===== src/rtl/i2c_scl_gen.sv =====
// Quarter-phase SCL generator for the I2C test master, with slave clock stretching.
// Optional stretch timeout is compiled in with `define STRETCH_TIMEOUT_EN.
module i2c_scl_gen #(
    parameter int DIV_WIDTH      = 16,
    parameter int TIMEOUT_CYCLES = 100000
) (
    input  logic                 clk,
    input  logic                 rst,
    input  logic                 en,
    input  logic [DIV_WIDTH-1:0] div,
    input  logic                 scl_in,
    output logic                 scl_oe,
    output logic                 q_tick,
    output logic [1:0]           phase,
    output logic                 bit_done,
    output logic                 busy,
    output logic                 stretch,
    output logic                 timeout
);

    typedef enum logic [1:0] {
        IDLE    = 2'd0,
        RUN     = 2'd1,
        STRETCH = 2'd2
    } state_t;

    localparam logic [DIV_WIDTH-1:0] DIV_MIN = DIV_WIDTH'(3);

    state_t               state_reg;
    logic [DIV_WIDTH-1:0] div_cnt_reg;
    logic [DIV_WIDTH-1:0] div_eff_reg;
    logic [1:0]           phase_reg;
    logic                 scl_oe_reg;
    logic                 sync1_reg;
    logic                 sync2_reg;

    logic                 scl_s;
    logic [DIV_WIDTH-1:0] div_clamped;
    logic                 terminal;
    logic                 stretch_hit;
    logic                 release_hit;
    logic                 timeout_hit;

    assign scl_s       = sync2_reg;
    assign div_clamped = (div < DIV_MIN) ? DIV_MIN : div;
    assign terminal    = (state_reg == RUN) && (div_cnt_reg == div_eff_reg - DIV_WIDTH'(1));
    // Slave still holding SCL low at the end of the high-going phase 2.
    assign stretch_hit = terminal && (phase_reg == 2'd2) && !scl_s;
    assign release_hit = (state_reg == STRETCH) && scl_s;

    assign q_tick   = (terminal && !stretch_hit) || release_hit;
    assign bit_done = terminal && (phase_reg == 2'd3);
    assign scl_oe   = scl_oe_reg;
    assign phase    = phase_reg;
    assign busy     = (state_reg != IDLE);
    assign stretch  = (state_reg == STRETCH);

`ifdef STRETCH_TIMEOUT_EN
    logic [31:0] stretch_cnt_reg;

    always_ff @(posedge clk) begin
        if (rst) begin
            stretch_cnt_reg <= '0;
        end else if (state_reg != STRETCH) begin
            stretch_cnt_reg <= '0;
        end else begin
            stretch_cnt_reg <= stretch_cnt_reg + 32'd1;
        end
    end

    // A release seen in the limit cycle takes priority over the timeout.
    assign timeout_hit = (state_reg == STRETCH) && !scl_s &&
                         (stretch_cnt_reg == 32'(TIMEOUT_CYCLES - 1));
`else
    // Parameter stays referenced so both builds share one interface.
    assign timeout_hit = 1'b0 & (TIMEOUT_CYCLES > 0);
`endif

    assign timeout = timeout_hit;

    always_ff @(posedge clk) begin
        if (rst) begin
            state_reg   <= IDLE;
            div_cnt_reg <= '0;
            div_eff_reg <= DIV_MIN;
            phase_reg   <= 2'd0;
            scl_oe_reg  <= 1'b0;
            sync1_reg   <= 1'b1;
            sync2_reg   <= 1'b1;
        end else begin
            sync1_reg <= scl_in;
            sync2_reg <= sync1_reg;
            case (state_reg)
                IDLE: begin
                    scl_oe_reg <= 1'b0;
                    if (en) begin
                        state_reg   <= RUN;
                        div_cnt_reg <= '0;
                        phase_reg   <= 2'd0;
                        scl_oe_reg  <= 1'b1;
                        div_eff_reg <= div_clamped;
                    end
                end
                RUN: begin
                    if (stretch_hit) begin
                        state_reg <= STRETCH;
                    end else if (terminal) begin
                        div_cnt_reg <= '0;
                        if (phase_reg == 2'd3) begin
                            phase_reg <= 2'd0;
                            if (en) begin
                                scl_oe_reg  <= 1'b1;
                                div_eff_reg <= div_clamped;
                            end else begin
                                state_reg  <= IDLE;
                                scl_oe_reg <= 1'b0;
                            end
                        end else begin
                            phase_reg  <= phase_reg + 2'd1;
                            // Low for phases 0-1, released for phases 2-3.
                            scl_oe_reg <= (phase_reg == 2'd0);
                        end
                    end else begin
                        div_cnt_reg <= div_cnt_reg + DIV_WIDTH'(1);
                    end
                end
                STRETCH: begin
                    scl_oe_reg <= 1'b0;
                    if (release_hit) begin
                        state_reg   <= RUN;
                        phase_reg   <= 2'd3;
                        div_cnt_reg <= '0;
                    end else if (timeout_hit) begin
                        state_reg   <= IDLE;
                        phase_reg   <= 2'd0;
                        div_cnt_reg <= '0;
                    end
                end
                default: begin
                    state_reg  <= IDLE;
                    scl_oe_reg <= 1'b0;
                end
            endcase
        end
    end

endmodule


===== config.mk =====
export PLATFORM = sky130hd
export DESIGN_NAME = i2c_scl_gen
export DESIGN_NICKNAME = d
export VERILOG_FILES = /design/src/rtl/i2c_scl_gen.sv
export SDC_FILE = /design/constraint.sdc
export NUM_CORES = 1
export LEC_CHECK = 0
export ABC_AREA = 1
export BUFFER_PORTS_ARGS = -buffer_cell sky130_fd_sc_hd__buf_2
export CAP_MARGIN = 20
export CORE_MARGIN = 5
export CORE_UTILIZATION = 65
export CTS_CLUSTER_DIAMETER = 200
export DETAILED_ROUTE_END_ITERATION = 10
export GPL_TIMING_DRIVEN = 0
export HOLD_SLACK_MARGIN = 0.1
export PLACE_DENSITY = 0.86
export SETUP_SLACK_MARGIN = 0.02
export SYNTH_ARGS = -nofsm -noshare
export SYNTH_HDL_FRONTEND = slang
export SYNTH_SLANG_ARGS = --single-unit

===== constraint.sdc =====
create_clock -name clk -period 5.1 [get_ports clk]
set_clock_uncertainty 0.1 [all_clocks]
set_input_delay 0.51 -clock clk [delete_from_list [all_inputs] [get_ports clk]]
set_output_delay 0.51 -clock clk [all_outputs]
set_load 0.02 [all_outputs]

==> impl_results.rst <==
.. list-table::
   :header-rows: 1

   * - Metric
     - Value
   * - Wire length of the first global-routing pass
     - 13000 um
   * - Number of primary I/O pins
     - 28
   * - Number of antenna violations at the first check in global routing
     - 0
   * - Max-slew headroom
     - 62.1%
   * - Final routed DRC violation total
     - 0
   * - # port buffers
     - 26
   * - Wire length on met3
     - 421 um
   * - Top cells by area, synth
     - dfxtp_1 (26%), nand2_1 (15%), nand3b_1 (7.8%), nor2_1 (6.5%), nand3_1 (6.2%)
   * - Final critical path time including I/O delays and setup
     - 3.14 ns
   * - Maximum number of pins on one net before global-route repair
     - 12
   * - Util after Layout
     - 74.0%
   * - Highest Signal Layer
     - met4
   * - Number of setup buffers added after CTS
     - 0
   * - Data arrival time at the worst-slack endpoint
     - 2.53 ns
   * - Number of filler instances in the final layout
     - 379
   * - Number of vias per cell after detailed routing
     - 5.50
   * - Worst-path cell chain
     - inv_1 -> ha_1 -> nand2_2 -> nor2_4 -> nand2_1 -> nand2_1 -> nand2_1 -> nor2_1 -> nand2_1 -> nor3_4 -> nand3_1 -> o22ai_1 -> buf_2
   * - Via count of the first global-routing pass
     - 2953
   * - Initial cell density of the core
     - 67.7%
   * - Worst IR drop on VDD
     - 0.253 mV
   * - Maximum frequency from static timing analysis
     - 0.318 GHz
   * - Number of nets in the synthesized netlist
     - 493
   * - Post-Syn Area per Cell
     - 6.44 sq um
   * - Longest Clk Path Bufs
     - 2
   * - Sequential group share of total power
     - 34.6%
   * - Worst R2R Start
     - div_eff_reg[0]$_SDFFE_PP1P_
   * - Routed metal-1 wire length
     - 3300 um
   * - Number of instances in the synthesized netlist
     - 464
   * - Critical Path Start Type
     - register
   * - Final #Nets
     - 526
   * - CTS sink cnt
     - 39
   * - CTS buffer count
     - 5
   * - Status
     - complete, no violations
   * - Number of hold-slack violations in the final timing report
     - 0
   * - Beginning of the worst hold path
     - scl_in
   * - Start-to-end type of the worst setup path
     - reg2out
   * - Width of the die
     - 77.8 um
   * - Maximum fanout encountered on the critical timing path
     - 6
   * - Class of the most critical hold timing path
     - in2reg
   * - Final HPWL from detailed placement
     - 5780 um
   * - Number of library cell types mapped by synthesis
     - 40
   * - #FFs+latches synth
     - 39
   * - Required time at the worst-slack endpoint
     - 4.49 ns
   * - Number of pins with negative max-slew slack in the final report
     - 0
   * - Routed Wire Length
     - 7400 um
   * - Count of nets left with antenna violations after detail routing
     - 0
   * - Standard-cell row count
     - 24
   * - Post-Synthesis Cell Area
     - 0.00299 sq mm
   * - Switching share of power
     - 45.6%
   * - Root Buffer Master
     - clkbuf_8
   * - Combinational cell fraction of total power
     - 48.4%
   * - Area overhead of the layout relative to synthesis
     - 9.25%
   * - Clock share of power
     - 16.9%
   * - Period Utilization, post-route
     - 61.6%
   * - Global-route usage over all layers
     - 25.7%
   * - Worst path slowest cell
     - dfxtp_1
   * - Count of hold-fix buffers inserted at cts
     - 0
   * - Stage delay of the slowest cell on the critical path
     - 0.36 ns
   * - Clock-pin slew on the worst setup and hold paths
     - 0.08 ns
   * - Later-pin clock latency in the skew report
     - 0.30 ns
   * - Worst path most repeated cell
     - nand2_1
   * - DRC marker count from the first detailed-route iteration
     - 188
   * - Count of final setup violators
     - 0
   * - Antenna cell count
     - 0
   * - Setup TNS after final layout
     - 0 ns
   * - Unrepaired setup endpoints after global routing
     - no
   * - Vertical die dimension
     - 77.8 um
   * - Non-filler cells, final
     - 550
   * - Share of the yosys chip area belonging to registers
     - 26.1%
   * - Endpoint kind of the worst setup timing path
     - output port
   * - Clock H-tree levels
     - 2
   * - Global-route congestion overflow total
     - 0
   * - Yosys top cell area share
     - 26.1%
   * - Placeable core area
     - 0.00441 sq mm
   * - Standby leakage power
     - 1.47 nW
   * - Cell Int Power
     - 0.655 mW
   * - Total cell area at the placement stage
     - 0.00319 sq mm
   * - Global placement routability congestion
     - 0.909
   * - Cell area after layout
     - 0.00327 sq mm
   * - MaxCap Viol Count
     - 0
   * - Met2 wire length
     - 3530 um
   * - Net Switching
     - 0.550 mW
   * - Total via count after detailed routing
     - 3026
   * - Overall die area
     - 0.00606 sq mm
   * - P per Cell Area
     - 369 mW/mm^2
   * - Detail-routed net length per standard cell
     - 13.4 um
   * - TritonCTS clock tree
     - built
   * - Total placed cells including tap cells
     - 542
   * - Length of the first detailed-routing pass in iterations
     - 5
   * - Transition time at the pin with the least slew margin
     - 0.568 ns
   * - Synthesis Warnings
     - 0
   * - Worst setup path start
     - div_eff_reg[0]$_SDFFE_PP1P_
   * - Post-cts sizing count
     - 0
   * - Cell taking the most area after synthesis
     - dfxtp_1
   * - Layout cells sized above 1
     - 15.1%
[power groups by stage]
stage	Sequential (mW)	Clock [mW]	Combinational (mW)
final	0.417	0.204	0.583
after detailed placement	0.421	0	0.573
after global placement	0.418	0	0.558
after floorplan	0.409	0	0.457
after global routing	0.424	0.220	0.659
after CTS	0.415	0.206	0.578
[kinds of logic (layout without fill, tap and decap cells)]
| family | after synthesis | count (layout) | share of synthesized area [%] |
|---|---|---|---|
| AND/OR/NAND/NOR | 285 | 285 | 46.4 |
| buffers and inverters | 67 | 101 | 9.20 |
| AO/OA/AOI/OAI | 39 | 39 | 7.32 |
| flip-flops | 39 | 39 | 26.1 |
| XOR/XNOR | 24 | 24 | 7.03 |
| adder cells (fa/ha/maj) | 9 | 9 | 3.77 |
| other | 1 | 1 | 0.125 |
[per-layer routing]
layer	GRT usage, %	vias up
met5	0	-
met4	9.28	0
li1	-	1547
met3	4.05	14
met1	33.0	1368
met2	43.4	97
[cell type report]
| class | instances | area [sq um] | share of cell area (%) |
|---|---|---|---|
| Buffer | 16 | 82.6 | 2.53 |
| Clock buffer | 7 | 76.3 | 2.34 |
| Clock inverter | 1 | 5.00 | 0.153 |
| Inverter | 51 | 193 | 5.90 |
| Multi-Input combinational cell | 358 | 1930 | 59.2 |
| Sequential cell | 39 | 781 | 23.9 |
| Tap cell | 52 | 65.1 | 1.99 |
| Timing Repair Buffer | 26 | 130 | 3.98 |
[synth_stat cells]
| cell | instances |
|---|---|
| buf_2 | 2 |
| nand2_1 | 116 |
| nor2_2 | 21 |
| buf_1 | 4 |
| clkinv_1 | 1 |
| nor3_4 | 1 |
| buf_4 | 2 |
| nand3_1 | 37 |
| nor3_1 | 3 |
| buf_8 | 1 |
| nor3b_1 | 1 |
| xor2_1 | 14 |
| or2_2 | 3 |
| nand4_1 | 7 |
| nor4_1 | 3 |
| nor2_1 | 52 |
| inv_2 | 2 |
| nand3_4 | 1 |
| clkinv_2 | 1 |
| nand2_2 | 4 |
| nand3b_1 | 31 |
| ha_1 | 9 |
| nand2_4 | 1 |
| o21ai_0 | 7 |
| o31ai_1 | 1 |
| conb_1 | 1 |
| clkbuf_2 | 1 |
| o21ai_1 | 3 |
| o21bai_1 | 1 |
| dfxtp_1 | 39 |
| a21boi_0 | 1 |
| o22ai_1 | 2 |
| a22oi_1 | 1 |
| xnor2_1 | 10 |
| a21oi_1 | 22 |
| and2_1 | 2 |
| inv_1 | 47 |
| nor2_4 | 2 |
| clkbuf_1 | 6 |
| o21ai_4 | 1 |
[worst max-delay path: cells and delay by family, from the launching register on]
family                     cells  cell delay [ns]
and+or+nand+nor                9             1.15
DFF                            1             0.36
buffers and inverters          2             0.33
adders and majority gates      1             0.24
AOI/OAI and AO/OA              1             0.17
[cells in the final DEF (no fill, tap or decap), types with 3 or more instances in the layout]
| cell type | count |
|---|---|
| a21oi_1 | 22 |
| clkbuf_1 | 8 |
| ha_1 | 9 |
| nor2_2 | 21 |
| xnor2_1 | 10 |
| nand3_1 | 37 |
| or2_2 | 3 |
| buf_1 | 4 |
| o21ai_1 | 3 |
| inv_1 | 47 |
| nor4_1 | 3 |
| nand2_1 | 116 |
| nor2_1 | 52 |
| clkbuf_8 | 5 |
| nand4_1 | 7 |
| o21ai_0 | 7 |
| nand3b_1 | 31 |
| xor2_1 | 14 |
| buf_2 | 28 |
| nor3_1 | 3 |
| nand2_2 | 4 |
| dfxtp_1 | 39 |
[worst paths after layout]
path	endpoint	slack (ns)	depth (start not counted)
worst min-delay path	sync1_reg$_SDFF_PP1_	0.29	2
worst max-delay path	q_tick	1.96	13
worst min register to register	scl_s$_SDFF_PP1_	0.36	1
worst max register to register	div_eff_reg[7]$_SDFFE_PP0P_	2.34	16
[through the flow]
stage	total power, mW	hold slack (ns)	setup WS, ns
5_1_grt	1.30	0.292	1.72
3_5_place_dp	0.994	0.330	2.31
3_3_place_gp	0.976	0.291	2.35
6_report	1.20	0.288	1.96
4_1_cts	1.20	0.285	1.97
2_1_floorplan	0.866	0.289	2.61
(Power assumes the default switching activity.)
